$ cat config.mk
export PLATFORM = sky130hd
export DESIGN_NAME = staticiser_unit
export DESIGN_NICKNAME = d
export VERILOG_FILES = /design/src/rtl/staticiser_unit.sv
export SDC_FILE = /design/constraint.sdc
export NUM_CORES = 1
export LEC_CHECK = 0
export ABC_AREA = 1
export CORE_ASPECT_RATIO = 1.5
export CORE_MARGIN = 2
export CORE_UTILIZATION = 50
export DETAILED_ROUTE_END_ITERATION = 12
export MAX_ROUTING_LAYER = met4
export PLACE_DENSITY = 0.77
export SKIP_LAST_GASP = 1
export SYNTH_ARGS = -nofsm -noshare
export SYNTH_HDL_FRONTEND = slang
export SYNTH_SLANG_ARGS = --single-unit
$ cat constraint.sdc
create_clock -name w_DPG -period 1.57 [get_ports w_DPG]
set_input_delay 0.314 -clock w_DPG [delete_from_list [all_inputs] [get_ports w_DPG]]
set_output_delay 0.314 -clock w_DPG [all_outputs]
set_load 0.005 [all_outputs]
$ cat src/rtl/staticiser_unit.sv
// Serial instruction staticiser: captures line/function fields from a scan beat and
// sequences SCAN -> ACTION -> (STOPPED) beats on the digit pulse clock.
module staticiser_unit #(
    parameter int unsigned INSTR_BITS   = 20,
    parameter int unsigned FLYBACK_TIME = 4,
    parameter int unsigned LINE_BITS    = 5,
    parameter int unsigned FUNC_LSB     = 13,
    parameter int unsigned FUNC_BITS    = 3,
    localparam int unsigned BEAT_LEN    = INSTR_BITS + FLYBACK_TIME,
    localparam int unsigned DIGIT_W     = $clog2(BEAT_LEN)
) (
    input  logic                 w_DPG,
    input  logic                 w_RESET,
    input  logic                 w_XTB,
    input  logic                 w_STORE_DATA,
    input  logic                 w_STOP,
    input  logic                 w_RUN,
    output logic [LINE_BITS-1:0] b_LINE,
    output logic [FUNC_BITS-1:0] b_FUNC,
    output logic                 w_SCAN,
    output logic                 w_ACTION,
    output logic                 w_STOPPED,
    output logic                 w_INSTR_VALID,
    output logic [DIGIT_W-1:0]   b_DIGIT
);

    typedef enum logic [1:0] {StScan, StAction, StStopped} state_e;

    localparam logic [DIGIT_W-1:0] LastDigit = DIGIT_W'(BEAT_LEN - 1);

    state_e               state_q, state_d;
    logic [DIGIT_W-1:0]   cnt_q, cnt_d, digit;
    logic [LINE_BITS-1:0] line_sh_q, line_sh_d, line_q, line_d;
    logic [FUNC_BITS-1:0] func_sh_q, func_sh_d, func_q, func_d;
    logic                 stop_pend_q, stop_pend_d;
    logic                 valid_q, valid_d;
    logic                 end_of_beat, resync;

    always_ff @(posedge w_DPG or posedge w_RESET) begin
        if (w_RESET) begin
            state_q     <= StScan;
            cnt_q       <= '0;
            line_sh_q   <= '0;
            func_sh_q   <= '0;
            line_q      <= '0;
            func_q      <= '0;
            stop_pend_q <= 1'b0;
            valid_q     <= 1'b0;
        end else begin
            state_q     <= state_d;
            cnt_q       <= cnt_d;
            line_sh_q   <= line_sh_d;
            func_sh_q   <= func_sh_d;
            line_q      <= line_d;
            func_q      <= func_d;
            stop_pend_q <= stop_pend_d;
            valid_q     <= valid_d;
        end
    end

    always_comb begin
        digit       = w_XTB ? '0 : cnt_q;
        end_of_beat = (digit == LastDigit);
        // XTB arriving mid-beat restarts the beat at digit 0 and drops the partial word
        resync      = w_XTB && (cnt_q != '0);
        cnt_d       = end_of_beat ? '0 : digit + DIGIT_W'(1);

        state_d     = state_q;
        line_d      = line_q;
        func_d      = func_q;
        valid_d     = 1'b0;
        stop_pend_d = stop_pend_q | w_STOP;
        line_sh_d   = resync ? '0 : line_sh_q;
        func_sh_d   = resync ? '0 : func_sh_q;

        if (state_q == StScan) begin
            for (int i = 0; i < LINE_BITS; i++) begin
                if (digit == DIGIT_W'(i)) line_sh_d[i] = w_STORE_DATA;
            end
            for (int i = 0; i < FUNC_BITS; i++) begin
                if (digit == DIGIT_W'(FUNC_LSB + i)) func_sh_d[i] = w_STORE_DATA;
            end
        end

        if (end_of_beat) begin
            unique case (state_q)
                StScan: begin
                    line_d  = line_sh_d;
                    func_d  = func_sh_d;
                    valid_d = 1'b1;
                    state_d = StAction;
                end
                StAction: begin
                    state_d = stop_pend_d ? StStopped : StScan;
                end
                StStopped: begin
                    if (w_RUN && !w_STOP) begin
                        state_d     = StScan;
                        stop_pend_d = 1'b0;
                    end
                end
                default: state_d = StScan;
            endcase
        end
    end

    assign b_LINE        = line_q;
    assign b_FUNC        = func_q;
    assign b_DIGIT       = cnt_q;
    assign w_INSTR_VALID = valid_q;
    assign w_SCAN        = (state_q == StScan);
    assign w_ACTION      = (state_q == StAction);
    assign w_STOPPED     = (state_q == StStopped);

endmodule

---- Yosys cells after proc, flatten, opt, wreduce, memory -nomap -nowiden ----
Cells that the tools add are included.
storage, ports and cells
  bits in registers ....................... 25
  output and inout port bits .............. 17
cells by class
  $add $sub $neg .......................... 1
  eq/ne operators ......................... 11
  mux-type cells .......................... 22
  bitwise gates (word level) .............. 1
  reduce and logical (&&, ||, !) cells .... 8
operators by type and width
  cell                                                             number
  5-bit 2-to-1 mux                                                 4
  5-bit by 4-bit == test with 1-bit output, second input constant  3
  1-bit 2-to-1 mux                                                 13
  5-bit by 2-bit == test with 1-bit output, second input constant  2
  3-bit 2-to-1 mux                                                 2
  2-bit case mux with 3 select lines                               1
  5-bit by 1-bit adder with 5-bit output, second input constant    1
  5-bit by 1-bit == test with 1-bit output, second input constant  1
  5-bit by 3-bit == test with 1-bit output, second input constant  1
  5-bit == test, second input constant                             1
  5-bit logical NOT                                                1
  5-bit nonzero test                                               1
  2-bit 2-to-1 mux                                                 2
  2-bit AND reduction                                              2
  2-bit by 1-bit == test with 1-bit output, second input constant  1
  2-bit == test, second input constant                             1
  1-bit logical AND                                                2
  2-bit logical NOT                                                1
  2-bit by 1-bit != test with 1-bit output, second input constant  1
  1-bit logical NOT                                                1
  1-bit bitwise OR                                                 1

---- Depth between registers and ports, before layout ----
  word-level depth ........................ 5
  mapped depth ............................ 11
  gate-level depth less buffers ........... 11

---- Worst setup path before layout ----
OpenSTA, ideal clock, no wires.
  kind .................................... flip-flop to flip-flop
  start ................................... register cnt_q[0] (netlist: b_DIGIT[0])
  end ..................................... register func_q[2] (netlist: b_FUNC[2])
  setup time .............................. 0.116 ns
  arrival ................................. 1.235 ns
  path slack .............................. 0.218 ns
  cell stages (with the launch flop) ...... 11
  clock period less this slack ............ 1.352 ns
  cell sequence ........................... dfrtp_1 nand2_4 nor2_8 nand2_4 nor2_1 ha_1 nand2_1 nand3_1 nand2_1 nand2_1 nand2_1
on the way
  cells in the longest elaborated chain, start to end .. 5
  elaborated cells between the ends (all ways) .. 9
  classes of those cells .................. eq/ne: 2; mux: 4; reduce/logical: 3
RTL lines
  element                   line  source
  start: declaration        32    logic [DIGIT_W-1:0] cnt_q, cnt_d, digit;
  start signal: assignment  51    cnt_q <= cnt_d;
  5-bit nonzero test        65    resync = w_XTB && (cnt_q != '0);
  1-bit logical AND         65
  3-bit 2-to-1 mux          74    func_sh_d = resync ? '0 : func_sh_q;
  1-bit 2-to-1 mux          81    if (digit == DIGIT_W'(FUNC_LSB + i)) func_sh_d[i] = w_STORE_DATA;
  3-bit 2-to-1 mux *        76    if (state_q == StScan) begin
  named net func_sh_d[2]    34    logic [FUNC_BITS-1:0] func_sh_q, func_sh_d, func_q, func_d;
  end signal: assignment    55    func_q <= func_d;
  end: declaration          34
Mark *: on every way through the listed nets, which the timed path passes. The rest lies on a longest branch.
A chain may end at the register's enable or synchronous reset.

---- Worst setup path after layout ----
  start ................................... register func_q[2] (netlist: b_FUNC[2])
  end ..................................... output port b_FUNC[2]
RTL lines
  element           line  source
  end: declaration  19    output logic [FUNC_BITS-1:0] b_FUNC,
No word-level cell between the ends.

==> out/metrics.cfg <==
[worst_setup_path]
cpPeakStageDelay_ns=0.51
cp_num_buf_inv=1
required_ns=1.26
crit_type=flop to primary output
r2r_start=b_DIGIT[0]$_DFF_PP0_
worstPathMaxFanout=2
startpoint=b_FUNC[2]$_DFFE_PP0P_
worstPathArrival_ns=1.20
critPathTopFamily=buffers and inverters
start_kind=flop
path_cells=clkdlybuf4s50_1
critPathSlowestCell=clkdlybuf4s50_1
endpoint_kind=primary output

[placed_design]
io_buffers=22
post-dp-hpwl_um=2070
gp_congestion=0.881
placed_area_um2=1560

[routing]
drtIter0Drc=35
first_pass_iters=6
ant_nets=0
wirelength_um=2930
viasPerCell=5.32
routed-via-count=1123
wl_per_cell_um=13.9
drc=0

[final_layout]
nets=196
drive_gt1_share_pct=26.7
finalCoreUtilization_pct=71.4
fill_cells=177
final_area_um2=1710
num_antenna_cells=0
area_growth_pct=39.1
layout_common_cells=43 x nand2_1, 22 x nand3_1, 21 x dfrtp_1
final_common_cell=nand2_1

[hold_path]
min_from=w_XTB
hold_class=input port to flop

[timing]
skew_ns=0.00252
hold_viol=0
setup_viol=0
worst_pin_slew_ns=0.396
grt_setup_unrepaired=true
fmax_mhz=661
timing.hold.ws_ns=0.317
slew_viol_final=0
slew_headroom_pct=73.3
finalCritPeriodShare_pct=96.3
finalCriticalPeriod_ns=1.51

[run]
drv_cap=0

[power]
leakage_uw=0.000914
power_density_nw_per_um2=677
peakVddDrop_mv=0.529

[global_route]
grt_pass1_wl_um=4900
grt-ovfl-total=0
track_usage_pct=23.0
antenna_found_initial=0
grt_pass1_vias=1187
grt_max_degree=26

[logic_synthesis]
postSynthAreaPerCell_um2=8.65
synth_area_um2=1230
syn-num-nets=150
ys_types=23
synthCells=142
ys_seq_area_share_pct=50.9
yosysWarnings=0
ys_ff_latch=25

[floorplan]
die_x_um=44.5
start_util_pct=51.3
io_pins=23
chipHeight_um=64.7
die_area_um2=2880
coreArea_um2=2390
row_count=22

[clock_tree]
cts_sinks=25
path_clk_slew_ns=0.13
cts_root_buf=clkbuf_4
cts_tree=done
ctsHoldBuffers=0
cts_buffers=3
cts.path.max_buffers=2
clk_latency_ns=0.30
h-tree-depth=1

[outcome]
status=complete, no violations

==> worst paths after layout <==
| check | end | slack (ns) | cells after the start |
|---|---|---|---|
| hold / removal | b_DIGIT[0]$_DFF_PP0_ | 0.32 | 3 |
| hold reg to reg | b_FUNC[1]$_DFFE_PP0P_ | 0.50 | 2 |
| setup reg to reg | b_LINE[4]$_DFFE_PP0P_ | 0.06 | 10 |
| max in group asynchronous | b_DIGIT[0]$_DFF_PP0_ | 0.98 | 3 |
| setup / recovery | b_FUNC[2] | 0.06 | 1 |
| min in group asynchronous | stop_pend_q$_DFF_PP0_ | 0.34 | 3 |
==> metrics by stage <==
| step | worst slack, ns | cells | total power (µW) | TNS, ns |
|---|---|---|---|---|
| global placement | -0.240 | 197 | 860 | -2.87 |
| CTS | -0.172 | 208 | 1160 | -0.172 |
| detailed placement | -0.304 | 197 | 867 | -4.13 |
| finish | 0.0580 | 211 | 1160 | 0 |
| global route | -0.0102 | 211 | 1220 | -0.0165 |
| floorplan | 0.218 | 142 | 774 | 0 |
==> cell type report <==
type / instances / area (µm²) / share of cell area [%]
flip-flops and latches: 25 / 631 / 36.9
clock buffers: 4 / 26.3 / 1.54
inverters: 12 / 60.1 / 3.51
well taps: 24 / 30.0 / 1.76
repair buffers: 42 / 390 / 22.8
multi-input cells: 104 / 572 / 33.5
==> layer usage <==
metal / routed length [µm] / global-route usage, %
met1: 1120 / 25.3
met3: 88 / 3.06
met4: 116 / 12.1
met2: 1600 / 38.8
met5: 0 / -
==> what timing repair did <==
item                                    4_1_cts  5_1_grt
gates resized for setup                       9       15
pin swaps                                     0        4
setup buffers                                 7        3
endpoints found under the setup margin        7       15
==> report_power, final <==
part           total (µW)  internal (µW)  switching, µW  leakage (µW)
clock network         275           99.0            176     0.0000150
logic                 213           95.1            118      0.000570
registers             669            659           9.89      0.000329
total                1160            853            304      0.000914
==> logic make-up after synthesis <==
group                    share of synthesized area, %
buffers and inverters                            5.19
XOR/XNOR                                        0.713
AO/OA/AOI/OAI                                    3.16
AND/OR/NAND/NOR                                  38.0
adder cells (fa/ha/maj)                          2.04
flip-flops                                       50.9
==> cells in the mapped netlist, drive strengths merged <==
master	n	area, µm²
a21oi	2	10.0
clkbuf	1	3.75
clkinv	1	16.3
dfrtp	25	626
ha	2	25.0
inv	11	43.8
nand2	50	224
nand3	23	115
nand4	1	6.26
nor2	19	116
nor3	1	5.00
o21ai	5	28.8
xor2	1	8.76
==> registers in the layout (all words and copies together), names as in the netlist <==
signal and count:
b_DIGIT 5, b_LINE 5, state_q 2, stop_pend_q 1, line_sh_q 5, func_sh_q 3
b_FUNC 3, w_INSTR_VALID 1
No activity file was read; power rests on OpenSTA's default activity.
